$ cat config.mk
export PLATFORM = sky130hd
export DESIGN_NAME = mae_pipe_macc_flat
export DESIGN_NICKNAME = d
export VERILOG_FILES = /design/src/rtl/mae_pipe_macc_if.sv /design/src/rtl/mae_pipe_macc.sv /design/src/flat_wrapper.sv
export SDC_FILE = /design/constraint.sdc
export NUM_CORES = 1
export LEC_CHECK = 0
export ABC_AREA = 1
export BUFFER_PORTS_ARGS = -buffer_cell sky130_fd_sc_hd__buf_4
export CORE_MARGIN = 4
export CORE_UTILIZATION = 30
export DETAILED_ROUTE_END_ITERATION = 6
export GPL_ROUTABILITY_DRIVEN = 0
export HOLD_SLACK_MARGIN = 0.15
export PLACE_DENSITY_LB_ADDON = 0.05
export RECOVER_POWER = 50
export SYNTH_ARGS = -nofsm -noshare
export SYNTH_HDL_FRONTEND = slang
export SYNTH_SLANG_ARGS = --single-unit
$ cat constraint.sdc
create_clock -name clk -period 17.4 [get_ports clk]
set_input_delay 1.74 -clock clk [delete_from_list [all_inputs] [get_ports clk]]
set_output_delay 1.74 -clock clk [all_outputs]
set_load 0.05 [all_outputs]
$ cat src/rtl/mae_pipe_macc_if.sv
// ----------------------------------------------------------------------------
// mae_pipe_macc_if
//   Beat/result bundle for the mae_pipe_macc multiply-add/accumulate engine.
//
//   Parameters: A_WIDTH, B_WIDTH, C_WIDTH, P_WIDTH (must match the engine).
//
//   Signals:
//     en         global clock enable for the engine
//     in_valid   beat valid
//     mode       0=MULT, 1=MADD, 2=MACC, 3=MACC_LOAD
//     a, b       multiplier operands
//     c          addend / accumulator preload
//     p          result register
//     out_valid  p was updated by a valid beat this cycle
//     ovf        sticky overflow flag (saturation build only, else 0)
//
//   Modports: master drives the beats (source side), slave is the engine.
// ----------------------------------------------------------------------------
interface mae_pipe_macc_if #(
    parameter int A_WIDTH = 18,
    parameter int B_WIDTH = 18,
    parameter int C_WIDTH = 40,
    parameter int P_WIDTH = 40
);
    logic               en;
    logic               in_valid;
    logic [1:0]         mode;
    logic [A_WIDTH-1:0] a;
    logic [B_WIDTH-1:0] b;
    logic [C_WIDTH-1:0] c;
    logic [P_WIDTH-1:0] p;
    logic               out_valid;
    logic               ovf;

    modport master (
        output en, in_valid, mode, a, b, c,
        input  p, out_valid, ovf
    );

    modport slave (
        input  en, in_valid, mode, a, b, c,
        output p, out_valid, ovf
    );
endinterface

$ cat src/rtl/mae_pipe_macc.sv
// ----------------------------------------------------------------------------
// mae_pipe_macc
//   Parametrised multiply-add/accumulate engine. Each beat carries its own
//   mode, which travels down the pipeline with the operands:
//     MULT      P <= A*B
//     MADD      P <= A*B + C
//     MACC      P <= P + A*B
//     MACC_LOAD P <= C + A*B   (starts a new accumulation)
//   Latency from an accepted beat to out_valid is REG_IN + REG_M + 1.
//
//   Ports:
//     clk   rising-edge clock
//     srst  synchronous active-high reset (beats in flight are discarded)
//     bus   mae_pipe_macc_if.slave: en, in_valid, mode, a, b, c -> p,
//           out_valid, ovf
//
//   Build option: define MAE_PIPE_MACC_SATURATE_EN to clamp out-of-range
//   results and raise the sticky ovf flag. Without it results wrap modulo
//   2^P_WIDTH and ovf is tied to 0.
// ----------------------------------------------------------------------------
module mae_pipe_macc #(
    parameter int A_WIDTH = 18,
    parameter int B_WIDTH = 18,
    parameter int C_WIDTH = 40,
    parameter int P_WIDTH = 40,
    parameter bit SIGNED  = 1'b1,
    parameter int REG_IN  = 1,
    parameter int REG_M   = 1
) (
    input  logic            clk,
    input  logic            srst,
    mae_pipe_macc_if.slave  bus
);
    localparam int AB_WIDTH = A_WIDTH + B_WIDTH;
    // One guard bit above P so every sum is exact before wrap/clamp.
    localparam int X_WIDTH  = P_WIDTH + 1;

    localparam logic [1:0] MODE_MULT      = 2'd0;
    localparam logic [1:0] MODE_MADD      = 2'd1;
    localparam logic [1:0] MODE_MACC      = 2'd2;
    localparam logic [1:0] MODE_MACC_LOAD = 2'd3;

    if (P_WIDTH < AB_WIDTH) begin : g_bad_p_width
        $error("mae_pipe_macc: P_WIDTH must be >= A_WIDTH + B_WIDTH");
    end
    if (C_WIDTH > P_WIDTH) begin : g_bad_c_width
        $error("mae_pipe_macc: C_WIDTH must be <= P_WIDTH");
    end
    if (REG_M < 0 || REG_M > 2 || REG_IN < 0 || REG_IN > 1) begin : g_bad_depth
        $error("mae_pipe_macc: REG_IN must be 0..1 and REG_M 0..2");
    end

    // ------------------------------------------------------------------
    // Input stage
    // ------------------------------------------------------------------
    logic [A_WIDTH-1:0] a_s1;
    logic [B_WIDTH-1:0] b_s1;
    logic [C_WIDTH-1:0] c_s1;
    logic [1:0]         mode_s1;
    logic               valid_s1;

    if (REG_IN != 0) begin : g_in_reg
        logic [A_WIDTH-1:0] a_reg;
        logic [B_WIDTH-1:0] b_reg;
        logic [C_WIDTH-1:0] c_reg;
        logic [1:0]         mode_reg;
        logic               valid_reg;

        always_ff @(posedge clk) begin
            if (srst) begin
                a_reg     <= '0;
                b_reg     <= '0;
                c_reg     <= '0;
                mode_reg  <= '0;
                valid_reg <= 1'b0;
            end else if (bus.en) begin
                a_reg     <= bus.a;
                b_reg     <= bus.b;
                c_reg     <= bus.c;
                mode_reg  <= bus.mode;
                valid_reg <= bus.in_valid;
            end
        end

        assign a_s1     = a_reg;
        assign b_s1     = b_reg;
        assign c_s1     = c_reg;
        assign mode_s1  = mode_reg;
        assign valid_s1 = valid_reg;
    end else begin : g_in_comb
        assign a_s1     = bus.a;
        assign b_s1     = bus.b;
        assign c_s1     = bus.c;
        assign mode_s1  = bus.mode;
        assign valid_s1 = bus.in_valid;
    end

    // ------------------------------------------------------------------
    // Multiplier. Operands are extended to the full product width so an
    // unsigned multiply yields the correct low AB_WIDTH bits in both the
    // signed and unsigned builds.
    // ------------------------------------------------------------------
    logic [AB_WIDTH-1:0] a_ext;
    logic [AB_WIDTH-1:0] b_ext;
    logic [AB_WIDTH-1:0] prod;
    logic [X_WIDTH-1:0]  m_x;
    logic [X_WIDTH-1:0]  c_x;

    assign a_ext = {{B_WIDTH{SIGNED & a_s1[A_WIDTH-1]}}, a_s1};
    assign b_ext = {{A_WIDTH{SIGNED & b_s1[B_WIDTH-1]}}, b_s1};
    assign prod  = a_ext * b_ext;
    assign m_x   = {{(X_WIDTH-AB_WIDTH){SIGNED & prod[AB_WIDTH-1]}}, prod};
    assign c_x   = {{(X_WIDTH-C_WIDTH){SIGNED & c_s1[C_WIDTH-1]}}, c_s1};

    // ------------------------------------------------------------------
    // Multiplier pipeline; C, mode and valid are delay-matched to M.
    // ------------------------------------------------------------------
    logic [X_WIDTH-1:0] m_p;
    logic [X_WIDTH-1:0] c_p;
    logic [1:0]         mode_p;
    logic               valid_p;

    if (REG_M > 0) begin : g_m_reg
        logic [X_WIDTH-1:0] m_reg     [REG_M];
        logic [X_WIDTH-1:0] c_reg     [REG_M];
        logic [1:0]         mode_reg  [REG_M];
        logic               valid_reg [REG_M];

        always_ff @(posedge clk) begin
            if (srst) begin
                for (int i = 0; i < REG_M; i++) begin
                    m_reg[i]     <= '0;
                    c_reg[i]     <= '0;
                    mode_reg[i]  <= '0;
                    valid_reg[i] <= 1'b0;
                end
            end else if (bus.en) begin
                m_reg[0]     <= m_x;
                c_reg[0]     <= c_x;
                mode_reg[0]  <= mode_s1;
                valid_reg[0] <= valid_s1;
                for (int i = 1; i < REG_M; i++) begin
                    m_reg[i]     <= m_reg[i-1];
                    c_reg[i]     <= c_reg[i-1];
                    mode_reg[i]  <= mode_reg[i-1];
                    valid_reg[i] <= valid_reg[i-1];
                end
            end
        end

        assign m_p     = m_reg[REG_M-1];
        assign c_p     = c_reg[REG_M-1];
        assign mode_p  = mode_reg[REG_M-1];
        assign valid_p = valid_reg[REG_M-1];
    end else begin : g_m_comb
        assign m_p     = m_x;
        assign c_p     = c_x;
        assign mode_p  = mode_s1;
        assign valid_p = valid_s1;
    end

    // ------------------------------------------------------------------
    // Post-adder / P stage. MACC reads P itself, so back-to-back MACC
    // beats always see the previous beat's result without forwarding.
    // ------------------------------------------------------------------
    logic [P_WIDTH-1:0] p_reg;
    logic               out_valid_reg;
    logic [X_WIDTH-1:0] p_x;
    logic [X_WIDTH-1:0] sum;
    logic [P_WIDTH-1:0] p_next;
    logic               p_load;

    assign p_x    = {SIGNED & p_reg[P_WIDTH-1], p_reg};
    assign p_load = bus.en & valid_p;

    always_comb begin
        sum = m_p;
        case (mode_p)
            MODE_MULT:      sum = m_p;
            MODE_MADD:      sum = m_p + c_p;
            MODE_MACC:      sum = p_x + m_p;
            MODE_MACC_LOAD: sum = c_p + m_p;
            default:        sum = m_p;
        endcase
    end

`ifdef MAE_PIPE_MACC_SATURATE_EN
    logic sum_ovf;
    logic ovf_reg;

    // Signed: guard bit disagreeing with the P sign bit means out of range;
    // the guard bit itself gives the direction. Unsigned can only overflow
    // upwards.
    always_comb begin
        sum_ovf = SIGNED ? (sum[P_WIDTH] ^ sum[P_WIDTH-1]) : sum[P_WIDTH];
        p_next  = sum[P_WIDTH-1:0];
        if (sum_ovf) begin
            if (SIGNED) begin
                p_next = sum[P_WIDTH] ? {1'b1, {(P_WIDTH-1){1'b0}}}
                                      : {1'b0, {(P_WIDTH-1){1'b1}}};
            end else begin
                p_next = '1;
            end
        end
    end

    always_ff @(posedge clk) begin
        if (srst) begin
            ovf_reg <= 1'b0;
        end else if (p_load && sum_ovf) begin
            ovf_reg <= 1'b1;
        end
    end

    assign bus.ovf = ovf_reg;
`else
    logic sum_guard_unused;

    // Wrapping build: the guard bit is simply dropped.
    assign sum_guard_unused = sum[P_WIDTH];
    assign p_next           = sum[P_WIDTH-1:0];
    assign bus.ovf          = 1'b0;
`endif

    // out_valid is a one-cycle update strobe, so it drops after any cycle
    // with en low even though the valid pipeline itself is frozen.
    always_ff @(posedge clk) begin
        if (srst) begin
            p_reg         <= '0;
            out_valid_reg <= 1'b0;
        end else begin
            out_valid_reg <= p_load;
            if (p_load) begin
                p_reg <= p_next;
            end
        end
    end

    assign bus.p         = p_reg;
    assign bus.out_valid = out_valid_reg;
endmodule

$ cat src/flat_wrapper.sv
// flat-port wrapper written by rule: the top's interface ports become plain ports
module mae_pipe_macc_flat 
#(
    parameter int A_WIDTH = 18,
    parameter int B_WIDTH = 18,
    parameter int C_WIDTH = 40,
    parameter int P_WIDTH = 40,
    parameter bit SIGNED  = 1'b1,
    parameter int REG_IN  = 1,
    parameter int REG_M   = 1
)
  (clk, srst, bus_en, bus_in_valid, bus_mode, bus_a, bus_b, bus_c, bus_p, bus_out_valid, bus_ovf);
  mae_pipe_macc_if #(.A_WIDTH(A_WIDTH), .B_WIDTH(B_WIDTH), .C_WIDTH(C_WIDTH), .P_WIDTH(P_WIDTH)) bus_i ();
  input  logic clk;
  input  logic srst;
  input wire logic [$bits(bus_i.en)-1:0] bus_en;
  input wire logic [$bits(bus_i.in_valid)-1:0] bus_in_valid;
  input wire logic [$bits(bus_i.mode)-1:0] bus_mode;
  input wire logic [$bits(bus_i.a)-1:0] bus_a;
  input wire logic [$bits(bus_i.b)-1:0] bus_b;
  input wire logic [$bits(bus_i.c)-1:0] bus_c;
  output wire logic [$bits(bus_i.p)-1:0] bus_p;
  output wire logic [$bits(bus_i.out_valid)-1:0] bus_out_valid;
  output wire logic [$bits(bus_i.ovf)-1:0] bus_ovf;
  assign bus_i.en = bus_en;
  assign bus_i.in_valid = bus_in_valid;
  assign bus_i.mode = bus_mode;
  assign bus_i.a = bus_a;
  assign bus_i.b = bus_b;
  assign bus_i.c = bus_c;
  assign bus_p = bus_i.p;
  assign bus_out_valid = bus_i.out_valid;
  assign bus_ovf = bus_i.ovf;
  mae_pipe_macc #(.A_WIDTH(A_WIDTH), .B_WIDTH(B_WIDTH), .C_WIDTH(C_WIDTH), .P_WIDTH(P_WIDTH), .SIGNED(SIGNED), .REG_IN(REG_IN), .REG_M(REG_M)) u_core (.clk(clk), .srst(srst), .bus(bus_i));
endmodule
## Word level (Yosys, flattened, before mapping)

Memory sizes are Yosys's and may differ from the RTL's.
Cells that the tools add are included.

- Add/sub/neg operators: 2
- $mul: 1
- Divide/modulo/power cells: 0
- Magnitude comparators: 0
- Equal/unequal tests: 3
- Shift-type cells: 0
- Muxes and demuxes: 14
- Bitwise logic cells: 1
- Reductions and logical operators: 6

Operators by type and width:

| kind | number |
|---|---|
| case mux 40 bit (3 select lines) | 1 |
| 2-to-1 mux 41 bit | 2 |
| OR reduction 41 bit | 2 |
| adder 40 bit | 2 |
| multiplier 18 x 18 -> 36 bit | 1 |
| 2-to-1 mux 1 bit | 10 |
| == test 2 bit, second input constant | 2 |
| OR reduction 2 bit | 2 |
| == test 2 x 1 -> 1 bit, second input constant | 1 |
| zero test 2 bit | 1 |
| 2-to-1 mux 2 bit | 1 |
| AND 1 bit | 1 |
| OR reduction 1 bit | 1 |

- Register bits after elaboration: 120
- Bits in latches: 0
- Bits in writable memories: 85
- ROM bits: 0
- Input bits: 82
- Output and inout port bits: 42
- Word-level logic and storage cells: 38
- Memories: 4

Memories:

| name | words | width | rd ports | clocked after memory_dff | wr ports | line | text |
|---|---|---|---|---|---|---|---|
| u_core.g_m_reg.c_reg | 1 | 41 | 1 | 0 | 1 | mae_pipe_macc.sv:125 | `logic [X_WIDTH-1:0] c_reg [REG_M];` |
| u_core.g_m_reg.m_reg | 1 | 41 | 1 | 0 | 1 | mae_pipe_macc.sv:124 | `logic [X_WIDTH-1:0] m_reg [REG_M];` |
| u_core.g_m_reg.mode_reg | 1 | 2 | 1 | 0 | 1 | mae_pipe_macc.sv:126 | `logic [1:0] mode_reg [REG_M];` |
| u_core.g_m_reg.valid_reg | 1 | 1 | 1 | 0 | 1 | mae_pipe_macc.sv:127 | `logic valid_reg [REG_M];` |

## Depth between registers and ports, before layout

Gate-level depths: netlist (run 1).

- Depth in word-level cells: 5
- Depth in mapped cells: 30
- Mapped depth without buffers: 28

## Worst setup path after synthesis (run 1)

No wires, ideal clock.

- Kind: register to register
- Start point: register u_core.g_in_reg.a_reg[17] (netlist: u_core.a_s1[17])
- End point: memory u_core.g_m_reg.m_reg[0][30] (netlist name), data pin
- Setup time: 0.253 ns
- Arrival time: 5.744 ns
- Data required time: 17.147 ns
- Path slack: 11.404 ns
- Stages on the path, launching flop included: 24
- Buffers on the path: 2
- Clock period less this slack: 5.996 ns
- Cell sequence: dfxtp_1 -> clkbuf_1 -> buf_1 -> nand2_1 -> fa_1 -> inv_1 -> fa_1 -> inv_1 -> fa_1 -> fa_1 -> fa_1 -> fa_1 -> inv_1 -> ha_1 -> nand2_1 -> nor2_1 -> inv_1 -> nor2_1 -> inv_1 -> or2_2 -> nand3_1 -> nand2_1 -> nand2_1 -> nor2_1

- Cells in the longest elaborated chain, start to end: 2

RTL lines:

| what | line | text |
|---|---|---|
| from (decl) | mae_pipe_macc.sv:63 | `logic [A_WIDTH-1:0] a_reg;` |
| from (signal assigned) | mae_pipe_macc.sv:77 | `a_reg <= bus.a;` |
| multiplier 18 x 18 -> 36 bit | mae_pipe_macc.sv:111 | `assign prod = a_ext * b_ext;` |
| 2-to-1 mux 41 bit (no line) | n/a |  |
| to (decl) | mae_pipe_macc.sv:124 |  |

Every way passes these cells.

## Worst setup path after layout (run 1)

- Start point: register u_core.g_in_reg.b_reg[0] (netlist: u_core.b_s1[0])
- End point: memory u_core.g_m_reg.m_reg[0][27] (netlist name), data pin

- Cells in the longest elaborated chain, start to end: 2

RTL lines:

| what | line | text |
|---|---|---|
| from (decl) | mae_pipe_macc.sv:64 | `logic [B_WIDTH-1:0] b_reg;` |
| from (signal assigned) | mae_pipe_macc.sv:78 | `b_reg <= bus.b;` |
| multiplier 18 x 18 -> 36 bit | mae_pipe_macc.sv:111 |  |
| 2-to-1 mux 41 bit (no line) | n/a |  |

Every way passes these cells.

==> flow_metrics.tcl, run 1 <==
set metrics [dict create \
    slowest_delay_ps 880 \
    final-hold-violation-count 0 \
    syn_inst 3179 \
    rr_startpoint "u_core.b_s1[0]$_SDFFE_PP0P_" \
    tns_ps 0 \
    min-delay-start "u_core.c_s1[28]$_SDFFE_PP0P_" \
    rsz0062_at_grt "false" \
    crit_fanout 18 \
    finalSetupViolCount 0 \
    holdBufCountCts 0 \
    drt-total-wl_mm 78.4 \
    numCtsBuffers 17 \
    slew_headroom -1.14 \
    yosysSeqAreaShare 0.203 \
    core_um2 77500 \
    synthTopCellsByArea "fa_1 28%, nand2_1 14%, inv_1 12%" \
    post_cts_buffers 0 \
    fp-row-count 102 \
    synthTopCellsByCount "898 x nand2_1, 761 x inv_1, 330 x fa_1" \
    maxCapViolations 5 \
    vias 19700 \
    dp.cells 4245 \
    drt-initial-drc-count 1150 \
    die-height_um 288 \
    yosys.area.top_type "fa_1" \
    cts.path.max_buffers 2 \
    final_cells 4277 \
    dr.pass1.iters 5 \
    cts_root_buf "clkbuf_16" \
    worstSetupStartpoint "u_core.b_s1[0]$_SDFFE_PP0P_" \
    ys_seq_elements 199 \
    crit_top_cell "inv_1" \
    drc_errors 0 \
    cts.repair.resized 0 \
    cp_cell_sequence "nand2_1, inv_1, fa_1, inv_1, fa_1, inv_1, ha_1, inv_1, fa_1, inv_1, fa_1, inv_1, fa_1, inv_1, ha_1, nand2_1, nor2_1, inv_1, nor2_1, inv_1, o211ai_1, o21ai_0, a21oi_1" \
    clock_skew_ps 27.2 \
    initial_utilization 0.303 \
    ys_types 44 \
    grt_overflow 0 \
    port_buffers 122 \
    finalCritPeriodShare 0.393 \
    final_antenna_net_count 0 \
    grt_pass1_vias 20600 \
    whs_ps 481 \
    grt_pass1_wl_mm 122 \
    yosys_warnings 0 \
    die_width_um 288 \
    antenna_found_initial 0 \
    areaGrowthSynthToFinish_pct 10.1 \
    syn_area_per_cell_um2 7.39 \
    worstSetupEndpointType "flip-flop" \
    yosys.area.top_type_share 0.281 \
    start_kind "flip-flop" \
    peakVddDrop_mv 0.0864 \
    vias_per_cell 4.60 \
    diodes 0 \
    cts_tree "done" \
    tightest_slew_ps 3220 \
    htreeDepth 4 \
    cp.required_ps 17710 \
    failed_checks "max-capacitance violations, max-slew violations" \
    cts.clk_slew.worst_paths_ps 80 \
    final_core_util 0.334 \
    syn-cell-area_um2 23500 \
    regToRegSetupSlack_ps 10550 \
    io_pins 124 \
    powerDensity_nw_per_um2 61.4 \
    yosysMostFrequentCell "nand2_1" \
    grt_start_max_net_pins 64 \
    hpwl_mm 64.1 \
    fmax_mhz 146 \
    insertion_delay_ps 510 \
    cellLeakagePower_nw 13.9 \
    async_flop_share 0 \
    synth_fp_nets 3723 \
    min_period_ps 6850 \
    wl_per_cell_um 18.3 \
    nets 3768 \
    synth_edf_count 79 \
    grt_usage 0.193 \
    report.final.slew_viol_count 221 \
    crit_type "flip-flop to flip-flop" \
    ys.flop_type "dfxtp_1" \
    worstHoldPathType "flip-flop to flip-flop" \
    die-area_um2 82800 \
    cp_data_arrival_time_ps 7160 \
    cp_slowest_cell "dfxtp_1" \
    drive_above_1_share 0.0556 \
    clock_sinks 199 \
    status "complete, but fails checks" \
]
path summary, 6_finish.rpt:
path | end | depth (start not counted)
worst max-delay path | u_core.g_m_reg.m_reg[0][27]$_SDFFCE_PN0P_ | 23
worst min-delay path | u_core.c_s1[28]$_SDFFE_PP0P_ | 2
worst max register to register | u_core.g_m_reg.m_reg[0][27]$_SDFFCE_PN0P_ | 23
worst min register to register | u_core.c_s1[28]$_SDFFE_PP0P_ | 2
stage by stage:
| stage | worst slack, ps | power (W) | area, um2 |
|---|---|---|---|
| after global placement | 10490 | 0.00118 | 25400 |
| final | 10550 | 0.00159 | 25900 |
| after global routing | 10020 | 0.00171 | 25900 |
| after floorplan | 11400 | 0.000969 | 23500 |
| after detailed placement | 10460 | 0.00118 | 25400 |
| after CTS | 10430 | 0.00162 | 26000 |
cells in the final DEF, fill, tap and decap left out, types with 3 or more instances in the layout:
cell type	count
fa_1	330
nor2_1	235
o211ai_1	9
nand2_1	897
nor3_1	8
a21oi_1	138
a21oi_2	6
inv_12	3
xor2_1	15
clkbuf_1	46
nand2_2	18
dfxtp_1	120
buf_4	108
o21a_1	10
nor2_2	7
o21bai_1	10
nor4_1	5
o21ai_0	114
a31oi_1	3
xnor2_1	10
nand3_1	105
edfxtp_1	79
nand3b_1	3
clkbuf_16	17
a21o_1	8
clkinv_8	5
nand4_1	12
ha_1	132
inv_1	762
area by class of cell:
| class | count | area, um2 |
|---|---|---|
| repair buffers | 153 | 980 |
| fillers | 8499 | 51600 |
| inverters | 763 | 2860 |
| flip-flops and latches | 199 | 4770 |
| clock inverters | 14 | 188 |
| clock buffers | 18 | 429 |
| multi-input cells | 2090 | 15300 |
| well taps | 1040 | 1300 |
critical path: cells and delay by family, from the launching register on:
family                     cells  cell delay, ps
DFF                            1             880
AOI/OAI and AO/OA              3             710
buffers and inverters          9            1040
and+or+nand+nor                4             720
adders and majority gates      7            3300
layer usage:
layer | vias to the layer above | track usage | part of all wire
li1 | 9482 | - | -
met1 | 9787 | 0.268 | 0.47
met2 | 364 | 0.331 | 0.48
met3 | 55 | 0.0215 | 0.034
met4 | 0 | 0.0326 | 0.013
met5 | - | 0 | 0
power breakdown:
group | internal (W) | switching [W] | leakage, nW | total, W
sequential | 0.000522 | 0.0000409 | 1.86 | 0.000563
clock | 0.000198 | 0.000230 | 0.296 | 0.000428
combinational | 0.000199 | 0.000398 | 11.8 | 0.000597
total | 0.000919 | 0.000669 | 13.9 | 0.00159
cells by family after synthesis:
logic type | after synthesis | synth area share
AND/OR/NAND/NOR | 1300 | 0.221
other | 1 | 0.000160
buffers and inverters | 890 | 0.144
flip-flops | 199 | 0.203
AO/OA/AOI/OAI | 302 | 0.0699
adder cells (fa/ha/maj) | 462 | 0.352
XOR/XNOR | 25 | 0.00932
Power figures use the tool's default switching activity.
==> inputs of run 2 (changes only) <==
==> constraint.sdc (replaced) <==
create_clock -name clk -period 7 [get_ports clk]
set_input_delay 0.7 -clock clk [delete_from_list [all_inputs] [get_ports clk]]
set_output_delay 0.7 -clock clk [all_outputs]
set_load 0.05 [all_outputs]
==> flow_metrics.tcl, run 2 (same netlist as run 1, synthesis figures left out) <==
set metrics [dict create \
    status "complete, but fails checks" \
    failed_checks "max-capacitance violations, max-slew violations" \
    grt_usage 0.197 \
    grt_pass1_vias 20700 \
    drive_above_1_share 0.0655 \
    grt_pass1_wl_mm 124 \
    fp-row-count 102 \
    antenna_found_initial 4 \
    cp.required_ps 7260 \
    core_um2 77500 \
    mostFrequentLayoutCell "nand2_1" \
    stdcell_area_um2 26100 \
    htreeDepth 4 \
    numCtsBuffers 17 \
    nets 3799 \
    finalSetupViolCount 0 \
    io_pins 124 \
    fmax_mhz 157 \
    worstSetupEndpointType "flip-flop" \
    vias 19800 \
    slowest_delay_ps 840 \
    final_cell_mix "897 x nand2_1, 761 x inv_1, 330 x fa_1, 234 x nor2_1" \
    grt_overflow 0 \
    report.final.slew_viol_count 309 \
    layout_setup_ws_ps 630 \
    post-place-ws_ps 592 \
    vias_per_cell 4.59 \
    drt-total-wl_mm 79.4 \
    cp_cell_sequence "buf_4, nand2_1, fa_1, inv_1, fa_1, inv_1, fa_1, fa_1, fa_1, fa_1, inv_1, ha_1, nand2_1, nor2_1, inv_1, nor4_1, nand3_1, a21oi_1, nor2_1" \
    crit_type "flip-flop to flip-flop" \
    whs_ps 383 \
    wl_per_cell_um 18.4 \
    cts_tree "done" \
    grt_start_max_net_pins 86 \
    finalCritPeriodShare 0.910 \
    clock_sinks 199 \
    path_delay_family "adder cells" \
    place_area_um2 25700 \
    final_core_util 0.337 \
    worstHoldPathType "input pin to flip-flop" \
    hpwl_mm 65.3 \
    initial_utilization 0.303 \
    post_cts_buffers 0 \
    cp_slowest_cell "fa_1" \
    tightest_slew_ps 3100 \
    crit_top_cell "fa_1" \
    drt-initial-drc-count 1168 \
    path_buf_inv 5 \
    final_antenna_net_count 0 \
    peakVddDrop_mv 0.192 \
    die_width_um 288 \
    cts.path.max_buffers 2 \
    clock_skew_ps 26.3 \
    rsz0062_at_grt "false" \
    dr.pass1.iters 5 \
    areaGrowthSynthToFinish_pct 11.2 \
    drc_errors 0 \
    diodes 0 \
    final-hold-violation-count 0 \
    cellLeakagePower_nw 14.1 \
    die-area_um2 82800 \
    start_kind "flip-flop" \
    slew_headroom -1.07 \
    nFillCells 8466 \
    powerDensity_nw_per_um2 153 \
    cp_data_arrival_time_ps 6630 \
    cts_root_buf "clkbuf_16" \
    min_period_ps 6370 \
    port_buffers 122 \
    crit_fanout 14 \
    insertion_delay_ps 510 \
    maxCapViolations 6 \
    die-height_um 288 \
    tns_ps 0 \
    cts.clk_slew.worst_paths_ps 100 \
]
==> run 2: cell type report <==
type / instances / area [um2] / area share
clock buffers: 17 / 425 / 0.0163
repair buffers: 184 / 1210 / 0.0463
clock inverters: 15 / 208 / 0.00795
multi-input cells: 2090 / 15300 / 0.587
flip-flops and latches: 199 / 4770 / 0.183
inverters: 763 / 2860 / 0.110
well taps: 1040 / 1300 / 0.0498
==> run 2: worst paths after layout <==
path / from / to / slack (ps) / cells past startpoint
max: u_core.a_s1[17]$_SDFFE_PP0P_ / u_core.g_m_reg.m_reg[0][34]$_SDFFCE_PN0P_ / 630 / 19
min: bus_c[10] / u_core.c_s1[10]$_SDFFE_PP0P_ / 380 / 3
max reg2reg: u_core.a_s1[17]$_SDFFE_PP0P_ / u_core.g_m_reg.m_reg[0][34]$_SDFFCE_PN0P_ / 630 / 19
min reg2reg: u_core.g_in_reg.valid_reg$_SDFFE_PP0P_ / u_core.g_in_reg.valid_reg$_SDFFE_PP0P_ / 480 / 2
==> run 2: repair_timing <==
action | CTS | global route
endpoints found under the setup margin | 0 | 1
hold buffers | 0 | 0
resized for setup | 0 | 1
==> run 2: where the power goes <==
part	total [W]	internal (W)	switching, W
Combinational	0.00150	0.000507	0.000994
Sequential	0.00140	0.00130	0.000101
Clock	0.00110	0.000500	0.000599
==> run 2: worst reg2reg max path, cell delays in order (launching register included) <==
cell and delay, ps:
dfxtp_1 440, buf_4 260, nand2_1 130, fa_1 540, inv_1 140, fa_1 840
inv_1 160, fa_1 510, fa_1 570, fa_1 430, fa_1 500, inv_1 40
ha_1 380, nand2_1 100, nor2_1 110, inv_1 80, nor4_1 440, nand3_1 230
a21oi_1 200, nor2_1 60
==> run 2: through the flow <==
stage / total power (W) / instances
floorplan: 0.00241 / 3179
global placement: 0.00295 / 4276
detailed placement: 0.00295 / 4276
CTS: 0.00407 / 4308
global route: 0.00431 / 4308
finish: 0.00400 / 4308
==> run 2: per-layer routing <==
metal  vias to the layer above  routed length, um  GRT usage
met3                        33               2770     0.0203
met4                         0                823     0.0324
met1                      9859              37900      0.276
met2                       337              37900      0.334
li1                       9557                  -          -
met5                         -                  0          0
==> inputs of run 3 (changes only) <==
--- a/config.mk
+++ b/config.mk
@@ -5,7 +5,6 @@
 export SDC_FILE = /design/constraint.sdc
 export NUM_CORES = 1
 export LEC_CHECK = 0
-export ABC_AREA = 1
 export BUFFER_PORTS_ARGS = -buffer_cell sky130_fd_sc_hd__buf_4
 export CORE_MARGIN = 4
 export CORE_UTILIZATION = 30
==> flow_metrics.tcl, run 3 <==
set metrics [dict create \
    status "complete, but fails checks" \
    failed_checks "max-capacitance violations, max-slew violations" \
    fmax_mhz 151 \
    whs_ps 444 \
    worstSetupEndpointType "flip-flop" \
    cp_cell_sequence "nand2_1, fa_1, inv_1, fa_1, fa_1, fa_1, fa_1, fa_1, ha_1, a211oi_1, or4b_1, a21oi_1, buf_4, nor3_1, a2111oi_2, o21bai_1, a21oi_1, mux2i_1" \
    final_antenna_net_count 0 \
    yosysMostFrequentCell "inv_1" \
    synth_fp_nets 2893 \
    dr.pass1.iters 5 \
    fp-row-count 99 \
    vias_per_cell 4.60 \
    cp.required_ps 7320 \
    yosys_warnings 0 \
    rr_startpoint "u_core.b_s1[10]$_SDFFE_PP0P_" \
    hold_path_end "u_core.a_s1[8]$_SDFFE_PP0P_" \
    synthTopCellsByArea "fa_1 30%, dfxtp_1 11%, edfxtp_1 11%" \
    numCtsBuffers 17 \
    cellLeakagePower_nw 11.8 \
    drt-initial-drc-count 742 \
    tightest_slew_ps 2740 \
    port_buffers 122 \
    core_um2 73000 \
    nFillCells 7605 \
    power.switching_w 0.00160 \
    yosysSeqAreaShare 0.216 \
    grt_start_max_net_pins 74 \
    min_period_ps 6630 \
    vias 15600 \
    die_width_um 279 \
    cp_data_arrival_time_ps 6950 \
    clkPwrFrac 0.277 \
    holdBufCountCts 0 \
    htreeDepth 4 \
    internal-power_w 0.00244 \
    async_flop_share 0 \
    ys.flop_type "dfxtp_1" \
    cts.clk_slew.worst_paths_ps 100 \
    wl_per_cell_um 18.8 \
    min-delay-start "bus_a[8]" \
    share_seq_of_total_power 0.347 \
    yosys.area.top_type_share 0.299 \
    hpwl_mm 51.8 \
    peakVddDrop_mv 0.135 \
    powerDensity_nw_per_um2 164 \
    clock_skew_ps 18.3 \
    syn_inst 2349 \
    worstHoldPathType "input pin to flip-flop" \
    io_pins 124 \
    antenna_found_initial 0 \
    post-place-ws_ps 390 \
    reg2reg_to "u_core.g_m_reg.m_reg[0][34]$_SDFFCE_PN0P_" \
    final-hold-violation-count 0 \
    final_core_util 0.338 \
    ys_seq_elements 199 \
    cts.repair.resized 0 \
    regToRegSetupSlack_ps 370 \
    power_w 0.00404 \
    synthTopCellsByCount "396 x inv_1, 330 x fa_1, 233 x nand2_1" \
    start_kind "flip-flop" \
    power_frac_comb 0.376 \
    syn_area_per_cell_um2 9.41 \
    layout_setup_ws_ps 367 \
    drt-total-wl_mm 64.0 \
    grt_usage 0.167 \
    die-height_um 279 \
    nets 2975 \
    mostFrequentLayoutCell "inv_1" \
    syn-cell-area_um2 22100 \
    yosys.area.top_type "fa_1" \
    finalCritPeriodShare 0.948 \
    insertion_delay_ps 490 \
    post_cts_buffers 0 \
    maxCapViolations 5 \
    cts_root_buf "clkbuf_16" \
    grt_pass1_vias 17000 \
    rsz0062_at_grt "false" \
    crit_fanout 14 \
    synth_edf_count 79 \
    grt_overflow 0 \
    cp_slowest_cell "dfxtp_1" \
    die-area_um2 78100 \
    report.final.slew_viol_count 147 \
    diodes 0 \
    ys_types 74 \
    crit_type "flip-flop to flip-flop" \
    switching_share 0.396 \
    hold_path_depth 3 \
    finalSetupViolCount 0 \
    grt_pass1_wl_mm 102 \
    slowest_delay_ps 820 \
    r2r_cells 18 \
    crit_top_cell "fa_1" \
    clock_sinks 199 \
    drive_above_1_share 0.0957 \
    initial_utilization 0.303 \
    slew_headroom -0.826 \
    final_cell_mix "396 x inv_1, 330 x fa_1, 233 x nand2_1, 181 x and2_1, 154 x nor2_1" \
    cts.path.max_buffers 2 \
    drc_errors 0 \
    tns_ps 0 \
    cts_tree "done" \
    areaGrowthSynthToFinish_pct 11.8 \
]
run 3: changes by cell type after synthesis, sizes merged, moves of 39 or more:
cell,delta
and2,+210
inv,-366
nand3,-95
nand2,-681
nor2,-88
mux2i,+83
mux2,+39
o21ai,-62
a21oi,-56
run 3: power groups by stage:
stage | clock network [W] | registers, W | logic (W)
finish | 0.00112 | 0.00140 | 0.00152
global route | 0.00121 | 0.00141 | 0.00173
CTS | 0.00117 | 0.00140 | 0.00155
detailed placement | 0 | 0.00143 | 0.00155
global placement | 0 | 0.00143 | 0.00154
floorplan | 0 | 0.00140 | 0.00109
run 3: final cells by class:
| type | instances | area (um2) | area share |
|---|---|---|---|
| timing repair buffer | 184 | 1220 | 0.0493 |
| clock inverter | 15 | 211 | 0.00856 |
| tap | 959 | 1200 | 0.0486 |
| clock buffer | 17 | 425 | 0.0172 |
| multi-input combinational | 1633 | 15400 | 0.623 |
| inverter | 396 | 1490 | 0.0602 |
| sequential | 199 | 4770 | 0.193 |
run 3: cell families (layout without fill, tap and decap cells):
| group | Yosys count | in the layout | synth area share |
|---|---|---|---|
| DFF | 199 | 199 | 0.216 |
| AOI/OAI and AO/OA | 295 | 295 | 0.0892 |
| buffers and inverters | 517 | 612 | 0.0883 |
| xor gates and xnor gates | 55 | 55 | 0.0218 |
| adders and majority gates | 462 | 462 | 0.374 |
| muxes | 122 | 122 | 0.0575 |
| other | 1 | 1 | 0.000170 |
| and+or+nand+nor | 698 | 698 | 0.153 |
run 3: through the flow:
| stage | instance area (um2) | cells |
|---|---|---|
| floorplan | 22100 | 2349 |
| global placement | 24200 | 3371 |
| detailed placement | 24200 | 3371 |
| CTS | 24900 | 3403 |
| global route | 24700 | 3403 |
| finish | 24700 | 3403 |
run 3: worst max-delay path, delay by kind of cell (launching register included):
kind	cells	cell delay, ps
muxes	1	210
and+or+nand+nor	3	710
DFF	1	820
AOI/OAI and AO/OA	5	1150
buffers and inverters	2	210
adders and majority gates	7	3380
run 3: worst max-delay path by stage:
stage                                      start                                         to  cells past startpoint
global placement    u_core.a_s1[10]$_SDFFE_PP0P_  u_core.g_m_reg.m_reg[0][34]$_SDFFCE_PN0P_                     22
detailed placement  u_core.b_s1[10]$_SDFFE_PP0P_  u_core.g_m_reg.m_reg[0][34]$_SDFFCE_PN0P_                     20
CTS                 u_core.b_s1[10]$_SDFFE_PP0P_  u_core.g_m_reg.m_reg[0][34]$_SDFFCE_PN0P_                     18
global route        u_core.b_s1[10]$_SDFFE_PP0P_  u_core.g_m_reg.m_reg[0][34]$_SDFFCE_PN0P_                     20
finish              u_core.b_s1[10]$_SDFFE_PP0P_  u_core.g_m_reg.m_reg[0][34]$_SDFFCE_PN0P_                     18
floorplan           u_core.a_s1[17]$_SDFFE_PP0P_  u_core.g_m_reg.m_reg[0][33]$_SDFFCE_PN0P_                     24
run 3: layer usage:
| layer | vias up | share of wire | GRT usage |
|---|---|---|---|
| li1 | 7608 | - | - |
| met1 | 7773 | 0.50 | 0.241 |
| met2 | 232 | 0.45 | 0.271 |
| met3 | 29 | 0.030 | 0.0259 |
| met4 | 0 | 0.011 | 0.0269 |
| met5 | - | 0 | 0 |
